--- src/rtl/lsu_seq.sv ---
// lsu_seq -- sequential load/store unit between the core and data memory.
//
// One access at a time: IDLE -> BEAT (k beats) -> FINISH -> IDLE.
// Misaligned halfword/word accesses are split into single-byte beats
// (little-endian). Unknown access types are rejected with err=1.
//
// Build option:
//   MISALIGN_TRAP_EN  defined   -> misaligned accesses are rejected (err=1,
//                                  no beats, no memory write).
//                     undefined -> misaligned accesses are split into bytes.
//
// The access-type input is named dmtype because `type` is a reserved word.
// dm_addr carries byte-address bits [29:0] so the memory sees the byte lane.

`ifndef DM_WORD
`define DM_WORD              3'b000
`endif
`ifndef DM_HALFWORD
`define DM_HALFWORD          3'b001
`endif
`ifndef DM_HALFWORD_UNSIGNED
`define DM_HALFWORD_UNSIGNED 3'b010
`endif
`ifndef DM_BYTE
`define DM_BYTE              3'b011
`endif
`ifndef DM_BYTE_UNSIGNED
`define DM_BYTE_UNSIGNED     3'b100
`endif

module lsu_seq (
    input  logic        clk,
    input  logic        rstn,
    input  logic        req,
    input  logic        we,
    input  logic [2:0]  dmtype,
    input  logic [31:0] addr,
    input  logic [31:0] wdata,
    input  logic [31:0] pc,
    output logic        busy,
    output logic        done,
    output logic        err,
    output logic [31:0] rdata,
    output logic        dm_wr,
    output logic [2:0]  dm_type,
    output logic [29:0] dm_addr,
    output logic [31:0] dm_din,
    output logic [31:0] dm_pc,
    input  logic [31:0] dm_dout
);

    typedef enum logic [1:0] {
        IDLE   = 2'd0,
        BEAT   = 2'd1,
        FINISH = 2'd2
    } state_t;

    state_t      state;
    state_t      state_nx;

    // Request latched at acceptance
    logic        we_q;
    logic [2:0]  type_q;
    logic [31:0] addr_q;
    logic [31:0] wdata_q;
    logic [31:0] pc_q;

    // Beat bookkeeping
    logic [1:0]  cnt;       // current beat index
    logic [1:0]  last_q;    // index of the final beat (k-1)
    logic        split_q;   // access is being issued as byte beats
    logic        err_q;     // access was rejected

    // Load data collected over the beats
    logic [31:0] buf_q;

    // Classification of the request currently on the input pins
    logic        known_in;
    logic        misal_in;
    logic        reject_in;
    logic        split_in;
    logic [1:0]  last_in;

    // Extended load result
    logic [31:0] load_val;

    // Classify the incoming request: known type, misalignment, beat count
    always_comb begin
        // NOTE: every variable gets a default before the case so that no path
        // leaves it unassigned; an unassigned path would infer a latch.
        known_in = 1'b1;
        misal_in = 1'b0;
        last_in  = 2'd0;
        case (dmtype)
            `DM_WORD: begin
                misal_in = (addr[1:0] != 2'b00);
                last_in  = misal_in ? 2'd3 : 2'd0;
            end
            `DM_HALFWORD, `DM_HALFWORD_UNSIGNED: begin
                misal_in = addr[0];
                last_in  = misal_in ? 2'd1 : 2'd0;
            end
            `DM_BYTE, `DM_BYTE_UNSIGNED: begin
                misal_in = 1'b0;
                last_in  = 2'd0;
            end
            default: known_in = 1'b0;
        endcase
`ifdef MISALIGN_TRAP_EN
        reject_in = !known_in || misal_in;
`else
        reject_in = !known_in;
`endif
        split_in = misal_in && !reject_in;
    end

    // State register with synchronous active-low reset
    always_ff @(posedge clk) begin
        // NOTE: sequential state uses non-blocking assignments so every
        // register samples pre-edge values regardless of block ordering.
        if (!rstn) begin
            state <= IDLE;
        end else begin
            state <= state_nx;
        end
    end

    // Next-state logic and memory-side / core-side outputs
    always_comb begin
        state_nx = state;
        busy     = (state != IDLE);
        done     = (state == FINISH);
        err      = (state == FINISH) && err_q;
        rdata    = 32'd0;
        dm_wr    = 1'b0;
        dm_type  = type_q;
        dm_addr  = addr_q[29:0];
        dm_din   = wdata_q;
        dm_pc    = pc_q;

        case (state)
            IDLE: begin
                if (req) begin
                    state_nx = reject_in ? FINISH : BEAT;
                end
            end
            BEAT: begin
                dm_wr = we_q;
                if (split_q) begin
                    dm_type = we_q ? `DM_BYTE : `DM_BYTE_UNSIGNED;
                    // Byte address addr+i wraps modulo 2^32; only bits [29:0] leave.
                    dm_addr = 30'(addr_q + {30'd0, cnt});
                    dm_din  = {24'd0, wdata_q[{cnt, 3'b000} +: 8]};
                end
                if (cnt == last_q) begin
                    state_nx = FINISH;
                end
            end
            FINISH: begin
                if (!we_q && !err_q) begin
                    rdata = load_val;
                end
                state_nx = IDLE;
            end
            default: state_nx = IDLE;
        endcase
    end

    // Extend a byte-assembled load according to the original access type
    always_comb begin
        load_val = buf_q;
        if (split_q) begin
            case (type_q)
                `DM_HALFWORD:          load_val = {{16{buf_q[15]}}, buf_q[15:0]};
                `DM_HALFWORD_UNSIGNED: load_val = {16'd0, buf_q[15:0]};
                default:               load_val = buf_q;
            endcase
        end
    end

    // Request latch, beat counter and load-data capture
    always_ff @(posedge clk) begin
        // NOTE: the datapath registers are reset too, because rdata, dm_pc and
        // the latched request must read as zero straight after reset.
        if (!rstn) begin
            we_q    <= 1'b0;
            type_q  <= 3'd0;
            addr_q  <= 32'd0;
            wdata_q <= 32'd0;
            pc_q    <= 32'd0;
            cnt     <= 2'd0;
            last_q  <= 2'd0;
            split_q <= 1'b0;
            err_q   <= 1'b0;
            buf_q   <= 32'd0;
        end else begin
            case (state)
                IDLE: begin
                    if (req) begin
                        we_q    <= we;
                        type_q  <= dmtype;
                        addr_q  <= addr;
                        wdata_q <= wdata;
                        pc_q    <= pc;
                        cnt     <= 2'd0;
                        last_q  <= last_in;
                        split_q <= split_in;
                        err_q   <= reject_in;
                        buf_q   <= 32'd0;
                    end
                end
                BEAT: begin
                    cnt <= cnt + 2'd1;
                    if (!we_q) begin
                        if (split_q) begin
                            buf_q[{cnt, 3'b000} +: 8] <= dm_dout[7:0];
                        end else begin
                            buf_q <= dm_dout;
                        end
                    end
                end
                default: begin
                    cnt <= 2'd0;
                end
            endcase
        end
    end

endmodule

--- config.mk ---
export PLATFORM = sky130hd
export DESIGN_NAME = lsu_seq
export DESIGN_NICKNAME = d
export VERILOG_FILES = /design/src/rtl/lsu_seq.sv
export SDC_FILE = /design/constraint.sdc
export NUM_CORES = 1
export LEC_CHECK = 0
export ABC_AREA = 1
export BUFFER_PORTS_ARGS = -buffer_cell sky130_fd_sc_hd__buf_2
export CORE_UTILIZATION = 40
export CTS_BUF_LIST = sky130_fd_sc_hd__clkbuf_4 sky130_fd_sc_hd__clkbuf_8
export CTS_CLUSTER_DIAMETER = 200
export CTS_CLUSTER_SIZE = 16
export DETAILED_ROUTE_END_ITERATION = 12
export GPL_TIMING_DRIVEN = 0
export PLACE_DENSITY_LB_ADDON = 0.05
export SETUP_SLACK_MARGIN = 0.5
export SKIP_CTS_REPAIR_TIMING = 1
export SLEW_MARGIN = 20
export SYNTH_ARGS = -nofsm -noshare
export SYNTH_HDL_FRONTEND = slang
export SYNTH_SLANG_ARGS = --single-unit
--- constraint.sdc ---
create_clock -name clk -period 3.3 [get_ports clk]
set_clock_uncertainty 0.1 [all_clocks]
set_input_delay 0.66 -clock clk [delete_from_list [all_inputs] [get_ports clk]]
set_output_delay 0.66 -clock clk [all_outputs]
set_load 0.01 [all_outputs]
# After elaboration in Yosys (flattened, before gate mapping)
# Cells that the tools add are included.
# word_totals
wordCells,73
output_inout_bits,133
ff_bits,138
# op_classes
n_eq_ne,12
add_sub_neg,3
n_mux,28
n_reduce_logical,16
shifts,3
# op_table
op,n
$mux 32,8
$pmux 32 s2,2
$mux 30,2
$bwmux 32,1
$shift 8x7->32 const A,1
$shiftx 32x6->8,1
$shiftx 8x7->32,1
$add 30x2->30,1
$pmux 2 s2,3
$mux 2,5
$eq 3x2->1 const B,3
$mux 3,3
$neg 5->7,1
$eq 3x1->1 const B,2
$ne 2x2->1 const B,3
$reduce_bool 2->1,3
$reduce_or 5->1,1
$reduce_and 2->1,2
$eq 3x3->1 const B,1
$logic_and 1x1->1,3
$logic_not 1->1,3
$logic_not 3->1,1
$mux 1,3
$reduce_and 3->1,1
7 further kinds,7

# Logic depth before layout (Yosys ltp)
# depth
depth_word,6
ltp_mapped,10
ltp_nobuf,10

# Least setup slack after synthesis
# Ideal clock, no wire load.
# synth_path
path_kind,register to output
start,reg cnt[1]
end,out dm_addr[24]
path_slack_ns,0.652
t_arrival_ns,1.888
required_time_ns,2.540
path_buffers,0
stages_incl_launch_ff,10
path_cell_list,dfxtp_1 clkinv_1 fa_1 inv_1 nand2_1 nor2_2 nand3_1 nor2_1 nand3_1 nand2_1
# synth_via
elab_chain_len,3
# synth_lines
item,line_no,rtl
from (decl),69,logic [1:0] cnt;
from (signal assigned),213,cnt <= cnt + 2'd1;
$add 30x2->30,152,"dm_addr = 30'(addr_q + {30'd0, cnt});"
$mux 30,149,if (split_q) begin
$mux 30,141,case (state)
to (decl),46,"output logic [29:0] dm_addr,"
# No other way between the ends.

# Worst setup path after layout
# layout_path
start,reg cnt[0]
end,out dm_addr[16]
# Same word-level chain as after synthesis.

==> results_dict.tcl <==
set metrics [dict create \
    clock_group_share_of_total_power 0.337 \
    synth_top_flop_cell "sky130_fd_sc_hd__dfxtp_1" \
    met3_usage 0.0782 \
    fp.dieH_um 136 \
    yosys-top-cells-area "sky130_fd_sc_hd__dfxtp_1 (39%), sky130_fd_sc_hd__nor2_1 (13%), sky130_fd_sc_hd__nand2_1 (10%)" \
    largest_net_degree_at_the_start_of_global_routing 17 \
    maximum_ir_drop_on_the_vdd_rail_v 0.000249 \
    io_buffers 264 \
    end_kind "primary output" \
    overflow 0 \
    max_clock_freq_ghz 0.330 \
    detail_route.wl_per_cell_um 14.4 \
    grtUsageMet1 0.328 \
    cellInternalPower_mw 2.82 \
    postSynthCellCount 1113 \
    busiest_layer "met2" \
    floorplan.io_pins 268 \
    sequential_share_of_power 0.458 \
    synth_cell_type_count 34 \
    syn_nets 1255 \
    drcViolationCount 0 \
    power.share.combinational 0.205 \
    clockRootBuffer "sky130_fd_sc_hd__clkbuf_8" \
    finish.net_count 1549 \
    drv_slew 0 \
    hold_slack_ns 0.337 \
    final.setup.worst_slack_ns 0.271 \
    power_per_cell_area_nw_per_um2 438 \
    switching_power_of_the_nets_mw 1.35 \
    critPathKind "register to primary output" \
    postSynthRegisterBits 138 \
    drt_first_pass_iters 5 \
    critical_path.reg2reg.startpoint "cnt[0]" \
    gr-usage-met2 0.419 \
    cell_types_with_the_highest_counts_after_synthesis "sky130_fd_sc_hd__nor2_1 (249), sky130_fd_sc_hd__nand2_1 (199), sky130_fd_sc_hd__o21ai_0 (149)" \
    postSynth.asyncResetShare 0 \
    cap_viol_max_count 0 \
    globalplace.congestion 0.874 \
    post_synth_instance_area_um2 7150 \
    core.rowCount 48 \
    wire_length_of_the_first_global_routing_pass_um 36100 \
    timing.reg2reg.setup_slack_ns 0.97 \
    synthesis.yosys.warnings 0 \
    path_max_fanout 4 \
    cts.reportedPaths.clkPinSlew_ns 0.09 \
    start_kind "register" \
    max_slew_margin 0.484 \
    layout_worst_path_cycle_share 0.918 \
    yosysSeqAreaShare 0.387 \
    antenna_found_initial 2 \
    postPlaceCellArea_um2 8750 \
    area_growth_syn_to_layout_pct 33.3 \
    hold_start "addr[16]" \
    initial_utilization 0.412 \
    rsz0062_at_grt "yes" \
    num_vias 7964 \
    cts_max_level 4 \
    cp-startpoint "cnt[0]" \
    report.final.setup_viol 0 \
    fin_tns_setup_ns 0 \
    die_w_um 136 \
    clk_latency_ns 0.45 \
    globalRouteTotalUtil 0.258 \
    swShare 0.323 \
    first_global_vias 7161 \
    crit_arrival_ns 2.27 \
    post-route-cell-area_um2 9520 \
    yosys.area.top_type_share 0.387 \
    drt-initial-drc-count 316 \
    dp_slack_ns 0.0210 \
    finalHoldViolations 0 \
    clk_path_buf_depth 2 \
    post-synth-top-count-cell "sky130_fd_sc_hd__nor2_1" \
    drive_above_1_share 0.280 \
    cp.required_ns 2.54 \
    dp.final_hpwl_um 18200 \
    total_leakage_power_nw 4.60 \
    n_fill_cell 1880 \
    worst_slew_pin_slew_ns 0.774 \
    route.antenna.remaining_nets 0 \
    placeableCoreArea_um2 17400 \
    final_period_minus_worst_setup_slack_ns 3.03 \
    post_synth.cell_area_avg_um2 6.42 \
    worstHoldPathType "input port to register" \
    vias_per_cell 4.84 \
    clock_sink_count 138 \
    die-area_um2 18400 \
    detail_route.wirelength_um 23700 \
    synth_edf_count 0 \
    cts_tree "built" \
    yosysTopAreaCell "sky130_fd_sc_hd__dfxtp_1" \
    outcome "finished clean" \
    number_of_buffers_created_by_cts 17 \
]
power groups by stage:
| stage | Sequential, mW | Combinational, mW | Clock, mW |
|---|---|---|---|
| finish | 1.91 | 0.856 | 1.41 |
| global route | 1.93 | 0.968 | 1.51 |
| CTS | 1.91 | 0.844 | 1.44 |
| detailed placement | 1.94 | 0.841 | 0 |
| global placement | 1.94 | 0.835 | 0 |
| floorplan | 1.94 | 0.489 | 0 |
cells by family (layout without fill, tap and decap cells):
kind of cell	count (synthesis)	in the layout	synth area share
AO/OA/AOI/OAI	239	239	0.172
XOR/XNOR	19	19	0.0233
adder cells (fa/ha/maj)	7	7	0.0133
buffers and inverters	171	478	0.0960
flip-flops	138	138	0.387
other	0	1	0
AND/OR/NAND/NOR	539	539	0.308
path summary, 6_finish.rpt:
kind,endpoint,cells after the start
max,dm_addr[16],10
min,addr_q[16],3
max reg2reg,buf_q[7],9
min reg2reg,wdata_q[7],2
sequential cells by signal, indices dropped and copies added, names as in the netlist:
| name | count |
|---|---|
| addr_q | 30 |
| we_q | 1 |
| cnt | 2 |
| type_q | 3 |
| last_q | 2 |
| split_q | 1 |
| dm_pc | 32 |
| wdata_q | 32 |
| state | 2 |
| err_q | 1 |
| buf_q | 32 |
stage by stage:
step	util	instances	total power, mW
2_1_floorplan	-	1113	2.43
3_3_place_gp	0.504	1602	2.78
3_5_place_dp	0.504	1602	2.78
4_1_cts	0.527	1634	4.19
5_1_grt	0.549	1646	4.41
6_report	0.549	1646	4.17
cell usage in the layout, fill, tap and decap left out, drive strengths merged, types with 5 or more instances in the layout:
cell | synthesis | layout
clkinvlp | 0 | 6
inv | 112 | 114
nor3 | 9 | 9
a21oi | 82 | 82
o21ai | 155 | 155
nor2 | 259 | 259
buf | 26 | 300
clkbuf | 32 | 52
nand4 | 10 | 10
nand2 | 201 | 201
nand3 | 55 | 55
ha | 6 | 6
dfxtp | 138 | 138
xnor2 | 5 | 5
xor2 | 14 | 14
critical path, cell delays in order, from the launching register on:
cell                      delay, ns
sky130_fd_sc_hd__dfxtp_4       0.38
sky130_fd_sc_hd__ha_4          0.14
sky130_fd_sc_hd__inv_2         0.03
sky130_fd_sc_hd__fa_2          0.40
sky130_fd_sc_hd__inv_2         0.08
sky130_fd_sc_hd__nand2_2       0.06
sky130_fd_sc_hd__nor2_4        0.15
sky130_fd_sc_hd__nand3_4       0.12
sky130_fd_sc_hd__buf_4         0.18
sky130_fd_sc_hd__xnor2_1       0.12
sky130_fd_sc_hd__buf_2         0.15
cell type report:
| type | instances | area, µm² | area share |
|---|---|---|---|
| multi-input cells | 804 | 3920 | 0.411 |
| diodes | 1 | 2.50 | 0.000263 |
| plain buffers | 58 | 298 | 0.0313 |
| flip-flops and latches | 138 | 2770 | 0.291 |
| clock inverters | 13 | 146 | 0.0154 |
| well taps | 225 | 282 | 0.0296 |
| repair buffers | 275 | 1420 | 0.149 |
| inverters | 113 | 440 | 0.0462 |
| clock buffers | 19 | 249 | 0.0261 |
metal layers:
| layer | routed length, µm | vias up |
|---|---|---|
| met5 | 10 | - |
| met4 | 240 | 2 |
| met3 | 1710 | 23 |
| met2 | 11100 | 222 |
| met1 | 10600 | 3587 |
| li1 | - | 4130 |
No activity file was read; power rests on OpenSTA's default activity.
